==> src/rtl/mic_level_freq_meter.sv <==
// rtl/mic_level_freq_meter.sv - microphone peak-hold level meter, LED bar, clip flag and zero-crossing frequency counter
//
// Ports:
//   clk         system clock
//   rst         asynchronous active-low reset
//   mic         24-bit two's-complement sample, held between sample updates
//   clear       clears the sticky clip flag (a simultaneous clip event wins)
//   level       16-bit level: attack at window end, linear release of decay per window
//   led         thermometer bar derived from level, one cycle behind level
//   clip        sticky full-scale indicator
//   freq        rising crossings counted in the last complete gate
//   freq_valid  set once the first gate has completed
//   window_tick one-cycle pulse on the last cycle of each window
module mic_level_freq_meter #(
    parameter int clk_mhz   = 50,
    parameter int w_led     = 4,
    parameter int window_ms = 10,
    parameter int gate_ms   = 1000,
    parameter int decay     = 1024,
    parameter int hyst      = 4096
) (
    input  logic             clk,
    input  logic             rst,
    input  logic [23:0]      mic,
    input  logic             clear,
    output logic [15:0]      level,
    output logic [w_led-1:0] led,
    output logic             clip,
    output logic [15:0]      freq,
    output logic             freq_valid,
    output logic             window_tick
);

    localparam int WIN_CYC  = clk_mhz * 1000 * window_ms;
    localparam int GATE_CYC = clk_mhz * 1000 * gate_ms;
    localparam int WW = (WIN_CYC > 1) ? $clog2(WIN_CYC) : 1;
    localparam int GW = (GATE_CYC > 1) ? $clog2(GATE_CYC) : 1;
    localparam logic [WW-1:0] WIN_LAST  = WW'(WIN_CYC - 1);
    localparam logic [GW-1:0] GATE_LAST = GW'(GATE_CYC - 1);
    localparam logic [15:0] DECAY = 16'(decay);
    localparam logic signed [23:0] HYST_P = 24'(hyst);
    localparam logic signed [23:0] HYST_N = -HYST_P;

    typedef enum logic [1:0] {UNK, POS, NEG} cross_state_t;

    // Magnitude: -(-2^23) does not fit in 23 bits, so it saturates.
    logic [23:0] mic_neg;
    logic [22:0] mag;
    logic [15:0] mag16;
    logic        mag_lsbs_unused;

    assign mic_neg = -mic;
    assign mag = !mic[23] ? mic[22:0] : (mic_neg[23] ? 23'h7FFFFF : mic_neg[22:0]);
    assign mag16 = mag[22:7];
    assign mag_lsbs_unused = ^mag[6:0];

    // Window timing and peak/level tracking
    logic [WW-1:0] wcnt, wcnt_nxt;
    logic          wcnt_end;
    logic [15:0]   peak, pk, decayed, level_nxt;

    assign wcnt_end  = (wcnt == WIN_LAST);
    assign wcnt_nxt  = wcnt_end ? '0 : wcnt + WW'(1);
    // The tick-cycle sample is folded into pk so it is not lost when peak clears.
    assign pk        = (mag16 > peak) ? mag16 : peak;
    assign decayed   = (level >= DECAY) ? level - DECAY : 16'd0;
    assign level_nxt = (pk > decayed) ? pk : decayed;

    always_ff @(posedge clk or negedge rst) begin
        if (!rst) begin
            wcnt        <= '0;
            window_tick <= 1'b0;
            peak        <= '0;
            level       <= '0;
        end else begin
            wcnt        <= wcnt_nxt;
            // Registered so the pulse coincides with the counter sitting on its last value.
            window_tick <= (wcnt_nxt == WIN_LAST);
            if (wcnt_end) begin
                level <= level_nxt;
                peak  <= '0;
            end else begin
                peak  <= pk;
            end
        end
    end

    // LED bar and clip flag
    logic clip_set;
    assign clip_set = (mic == 24'h7FFFFF) || (mic == 24'h800000);

    always_ff @(posedge clk or negedge rst) begin
        if (!rst) begin
            led  <= '0;
            clip <= 1'b0;
        end else begin
            for (int i = 0; i < w_led; i++) begin
                led[i] <= ({16'd0, level} >= 32'(((i + 1) * 65536) / (w_led + 1)));
            end
            if (clip_set) begin
                clip <= 1'b1;
            end else if (clear) begin
                clip <= 1'b0;
            end
        end
    end

    // Hysteresis crossing detector
    cross_state_t        state, state_nxt;
    logic                rise;
    logic signed [23:0]  mic_s;
    logic                is_hi, is_lo;

    assign mic_s = $signed(mic);
    assign is_hi = (mic_s >= HYST_P);
    assign is_lo = (mic_s <= HYST_N);

    always_ff @(posedge clk or negedge rst) begin
        if (!rst) begin
            state <= UNK;
        end else begin
            state <= state_nxt;
        end
    end

    always_comb begin
        state_nxt = state;
        rise      = 1'b0;
        case (state)
            UNK: begin
                if (is_hi) begin
                    state_nxt = POS;
                end else if (is_lo) begin
                    state_nxt = NEG;
                end
            end
            POS: begin
                if (is_lo) begin
                    state_nxt = NEG;
                end
            end
            NEG: begin
                if (is_hi) begin
                    state_nxt = POS;
                    rise      = 1'b1;
                end
            end
            default: state_nxt = UNK;
        endcase
    end

    // Gate timing and crossing count
    logic [GW-1:0] gcnt;
    logic          gate_end;
    logic [15:0]   cross_cnt, cnt_inc;

    assign gate_end = (gcnt == GATE_LAST);
    assign cnt_inc  = (rise && cross_cnt != 16'hFFFF) ? cross_cnt + 16'd1 : cross_cnt;

    always_ff @(posedge clk or negedge rst) begin
        if (!rst) begin
            gcnt       <= '0;
            cross_cnt  <= '0;
            freq       <= '0;
            freq_valid <= 1'b0;
        end else begin
            if (gate_end) begin
                gcnt       <= '0;
                freq       <= cnt_inc;
                cross_cnt  <= '0;
                freq_valid <= 1'b1;
            end else begin
                gcnt       <= gcnt + GW'(1);
                cross_cnt  <= cnt_inc;
            end
        end
    end

endmodule

==> config.mk <==
export PLATFORM = sky130hd
export DESIGN_NAME = mic_level_freq_meter
export DESIGN_NICKNAME = d
export VERILOG_FILES = /design/src/rtl/mic_level_freq_meter.sv
export SDC_FILE = /design/constraint.sdc
export NUM_CORES = 1
export LEC_CHECK = 0
export ABC_AREA = 1
export BUFFER_PORTS_ARGS = -buffer_cell sky130_fd_sc_hd__buf_2
export CORE_MARGIN = 2
export CORE_UTILIZATION = 36
export CTS_CLUSTER_SIZE = 12
export DETAILED_ROUTE_END_ITERATION = 16
export GPL_ROUTABILITY_DRIVEN = 1
export MAX_ROUTING_LAYER = met4
export PLACE_DENSITY = 0.59
export REMOVE_ABC_BUFFERS = 1
export SLEW_MARGIN = 5
export SYNTH_ARGS = -nofsm -noshare
export SYNTH_HDL_FRONTEND = slang
export SYNTH_SLANG_ARGS = --single-unit
==> constraint.sdc <==
create_clock -name clk -period 9.04 [get_ports clk]
set_input_delay 0.452 -clock clk [delete_from_list [all_inputs] [get_ports clk]]
set_output_delay 0.452 -clock clk [all_outputs]
set_load 0.02 [all_outputs]
==> flow_metrics.py <==
metrics = {
    "synth": {
        "average_instance_area_after_synthesis_um2": 7.324,
        "synth_adder_area_share": 0.06370,
        "synth_compound_gate_area_share": 0.09271,
        "synth-warning-count": 0,
        "seq_area_frac_synth": 0.3956,
        "synthDominantCellAreaShare": 0.3956,
        "synth_xor_xnor_area_share": 0.02699,
        "synth-simple-area-share": 0.3284,
        "synthCells": 1019,
        "syn-cell-area_um2": 7463,
        "post_synth_mux_area_share": 0.001341,
        "main_combinational_cell_family_by_area_after_synthesis": "simple AND/OR/NAND/NOR gates",
        "yosys_top_cell_by_area": "sky130_fd_sc_hd__dfrtp_1",
        "synth.top_cells.by_area": "sky130_fd_sc_hd__dfrtp_1 (40%), sky130_fd_sc_hd__nand2_1 (11%), sky130_fd_sc_hd__inv_1 (7.1%)",
        "yosys.cell_types.count": 45,
        "synth-seq-cells": 118,
    },
    "power": {
        "p_leak_uw": 0.004262,
        "worst_ir_drop_vdd_mv": 0.1293,
        "power_density_nw_per_um2": 194.4,
    },
    "routing": {
        "vias": 6571,
        "drcViolationCount": 0,
        "drt_wl_total_um": 17420,
        "antenna_violating_nets_post_route": 0,
        "drt-wirelength-per-cell_um": 12.73,
        "drt_first_pass_iters": 5,
        "initialDrtViolationCount": 478,
        "post_drt_via_cell_ratio": 4.803,
    },
    "cts": {
        "postCtsResizedCells": 0,
        "cts_setup_buffers": 0,
        "clkTransAtPathRegs_ps": 60,
        "cts_tree": "yes",
        "number_of_buffers_between_clock_root_and_the_deepest_sink": 2,
        "cts_sinks": 118,
        "cts-htree-levels": 4,
        "holdBufCountCts": 0,
        "numCtsBuffers": 17,
        "clk_latency_ps": 420,
        "ctsRootBufferMaster": "sky130_fd_sc_hd__clkbuf_16",
    },
    "grt": {
        "grt_busiest_layer": "met1",
        "gr-total-overflow": 0,
        "track_usage": 0.1722,
        "grt_pass1_wl_um": 29970,
        "grt_use_met3": 0.02932,
        "groute.layer.met1.usage": 0.2570,
        "grt_max_degree": 66,
        "gr-usage-met2": 0.2407,
        "antenna_found_initial": 0,
        "via_count_of_the_first_global_routing_pass": 6073,
    },
    "worst_setup_path": {
        "reg2reg_from": "peak[15]$_DFF_PN0_",
        "worst_setup_path_startpoint": "mic[8]",
        "required_ps": 9340,
        "critPathLaunchType": "input port",
        "worstPathArrival_ps": 5060,
        "cp_slowest_stage_delay_ps": 360,
        "critPathKind": "in -> reg",
        "setup.worst_path.end_class": "flop",
        "worst-path-max-fanout": 20,
        "critical-path-top-cell-by-count": "sky130_fd_sc_hd__nand2_1",
        "critPathSlowestCell": "sky130_fd_sc_hd__ha_1",
    },
    "timing": {
        "tns_ps": 0,
        "clock-skew-final_ps": 13.64,
        "final-setup-viol-count": 0,
        "hold_viol_final": 0,
        "max_clock_freq_ghz": 0.2099,
        "finalMaxSlewViolations": 0,
        "grt_setup_unrepaired": "false",
        "timing.final.crit_period_ps": 4763,
        "timing.final.crit_share": 0.5269,
        "worst_slew_margin_relative_to_its_limit": 0.4516,
        "worst-slew-pin-transition_ps": 822.6,
        "hold_ws_ps": 106.5,
    },
    "final_layout": {
        "top_library_cells_by_usage_in_the_layout_fill_and_taps_aside": "sky130_fd_sc_hd__nand2_1 (211), sky130_fd_sc_hd__inv_1 (142), sky130_fd_sc_hd__nor2_1 (133)",
        "antenna-diode-count": 0,
        "finish.net_count": 1150,
        "mostFrequentLayoutCell": "sky130_fd_sc_hd__nand2_1",
        "flow.area_growth_from_synthesis_pct": 15.84,
        "drive_above_1_share": 0.1494,
    },
    "hold_path": {
        "holdCritPathClass": "in -> async",
    },
    "die": {
        "fp.coreArea_um2": 20300,
        "io-pin-count": 66,
        "initial_utilization": 0.3677,
        "die_x_um": 148.0,
        "fp.dieH_um": 148.0,
        "die_area_um2": 21900,
        "rows": 52,
    },
    "place": {
        "io_buffer_count": 65,
        "gp_congestion": 0.8849,
        "dp_hpwl_um": 12980,
    },
    "status": {
        "run_status": "finished, final reports clean",
    },
    "run": {
        "timing.max_cap.violations": 0,
    },
}
synth_stat cells, drive strengths merged:
| cell type | n |
|---|---|
| a31oi | 3 |
| dfrtp | 118 |
| nor4 | 9 |
| and3 | 1 |
| xnor2 | 7 |
| a31o | 1 |
| xor2 | 16 |
| ha | 38 |
| nor3 | 33 |
| a211oi | 4 |
| a311o | 1 |
| or2 | 5 |
| o31ai | 1 |
| nand2 | 222 |
| o221ai | 1 |
| a21oi | 44 |
| nor3b | 1 |
| and2 | 1 |
| nor2 | 151 |
| o21a | 3 |
| nand3 | 96 |
| nand4 | 17 |
| a21o | 2 |
| a41oi | 1 |
| buf | 7 |
| clkbuf | 14 |
| nand3b | 2 |
| o21ai | 59 |
| o221a | 1 |
| inv | 155 |
| mux2i | 1 |
| o211ai | 4 |
cell type report:
class / count / area, µm²
fillers: 2137 / 11650
multi-input cells: 725 / 3841
flip-flops and latches: 118 / 2953
inverters: 155 / 581.8
clock buffers: 17 / 425.4
repair buffers: 68 / 350.3
well taps: 270 / 337.8
clock inverters: 15 / 156.4
registers in the layout, summed over array words and instances (netlist names):
register,count
window_tick,1
led,4
freq,16
peak,16
freq_valid,1
wcnt,19
cross_cnt,16
state,2
gcnt,26
level,16
clip,1
cells by family after synthesis:
family,after synthesis
flip-flops,118
AO/OA/AOI/OAI,125
buffers and inverters,176
adder cells (fa/ha/maj),38
XOR/XNOR,23
AND/OR/NAND/NOR,538
multiplexers,1
path summary, 6_finish.rpt:
| kind | end | slack, ps | depth (start not counted) |
|---|---|---|---|
| worst max-delay path | level[0]$_DFFE_PN0N_ | 4280 | 30 |
| worst min-delay path | led[2]$_DFF_PN0_ | 110 | 1 |
| worst max register to register | level[0]$_DFFE_PN0N_ | 5310 | 20 |
| worst min register to register | state[1]$_DFFE_PN0P_ | 440 | 1 |
| max in group asynchronous | gcnt[1]$_DFF_PN0_ | 7670 | 2 |
| min in group clk | clip$_DFFE_PN0P_ | 280 | 2 |
power breakdown:
part,leakage [µW],switching [µW],internal [µW]
registers,0.00138,21.2,579
clock network,0.000289,283,391
logic,0.00259,275,130
total,0.00426,580,1100
metal layers:
metal	up-vias	wire length (µm)	share of wire
li1	3434	-	-
met1	3006	9150	0.53
met2	116	7436	0.43
met3	15	651	0.037
met4	0	178	0.010
met5	-	0	0
metrics by stage:
stage / setup WS, ps / cell area (µm²) / cells / power, µW / utilization
final: 4277 / 8646 / 1368 / 1681 / 0.4259
after global routing: 3670 / 8646 / 1368 / 1799 / 0.4259
after floorplan: 4734 / 7365 / 998 / 901.8 / -
after global placement: 4009 / 8064 / 1336 / 1009 / 0.3973
after CTS: 4319 / 8646 / 1368 / 1695 / 0.4259
after detailed placement: 3889 / 8064 / 1336 / 1012 / 0.3973
critical path: cells and delay by family:
kind            cells  cell delay [ps]
simple gates       24             3290
buf+inv             3              500
fa+ha+maj           2              660
compound gates      1              140
Note: power is estimated with default switching activity, not from simulation.
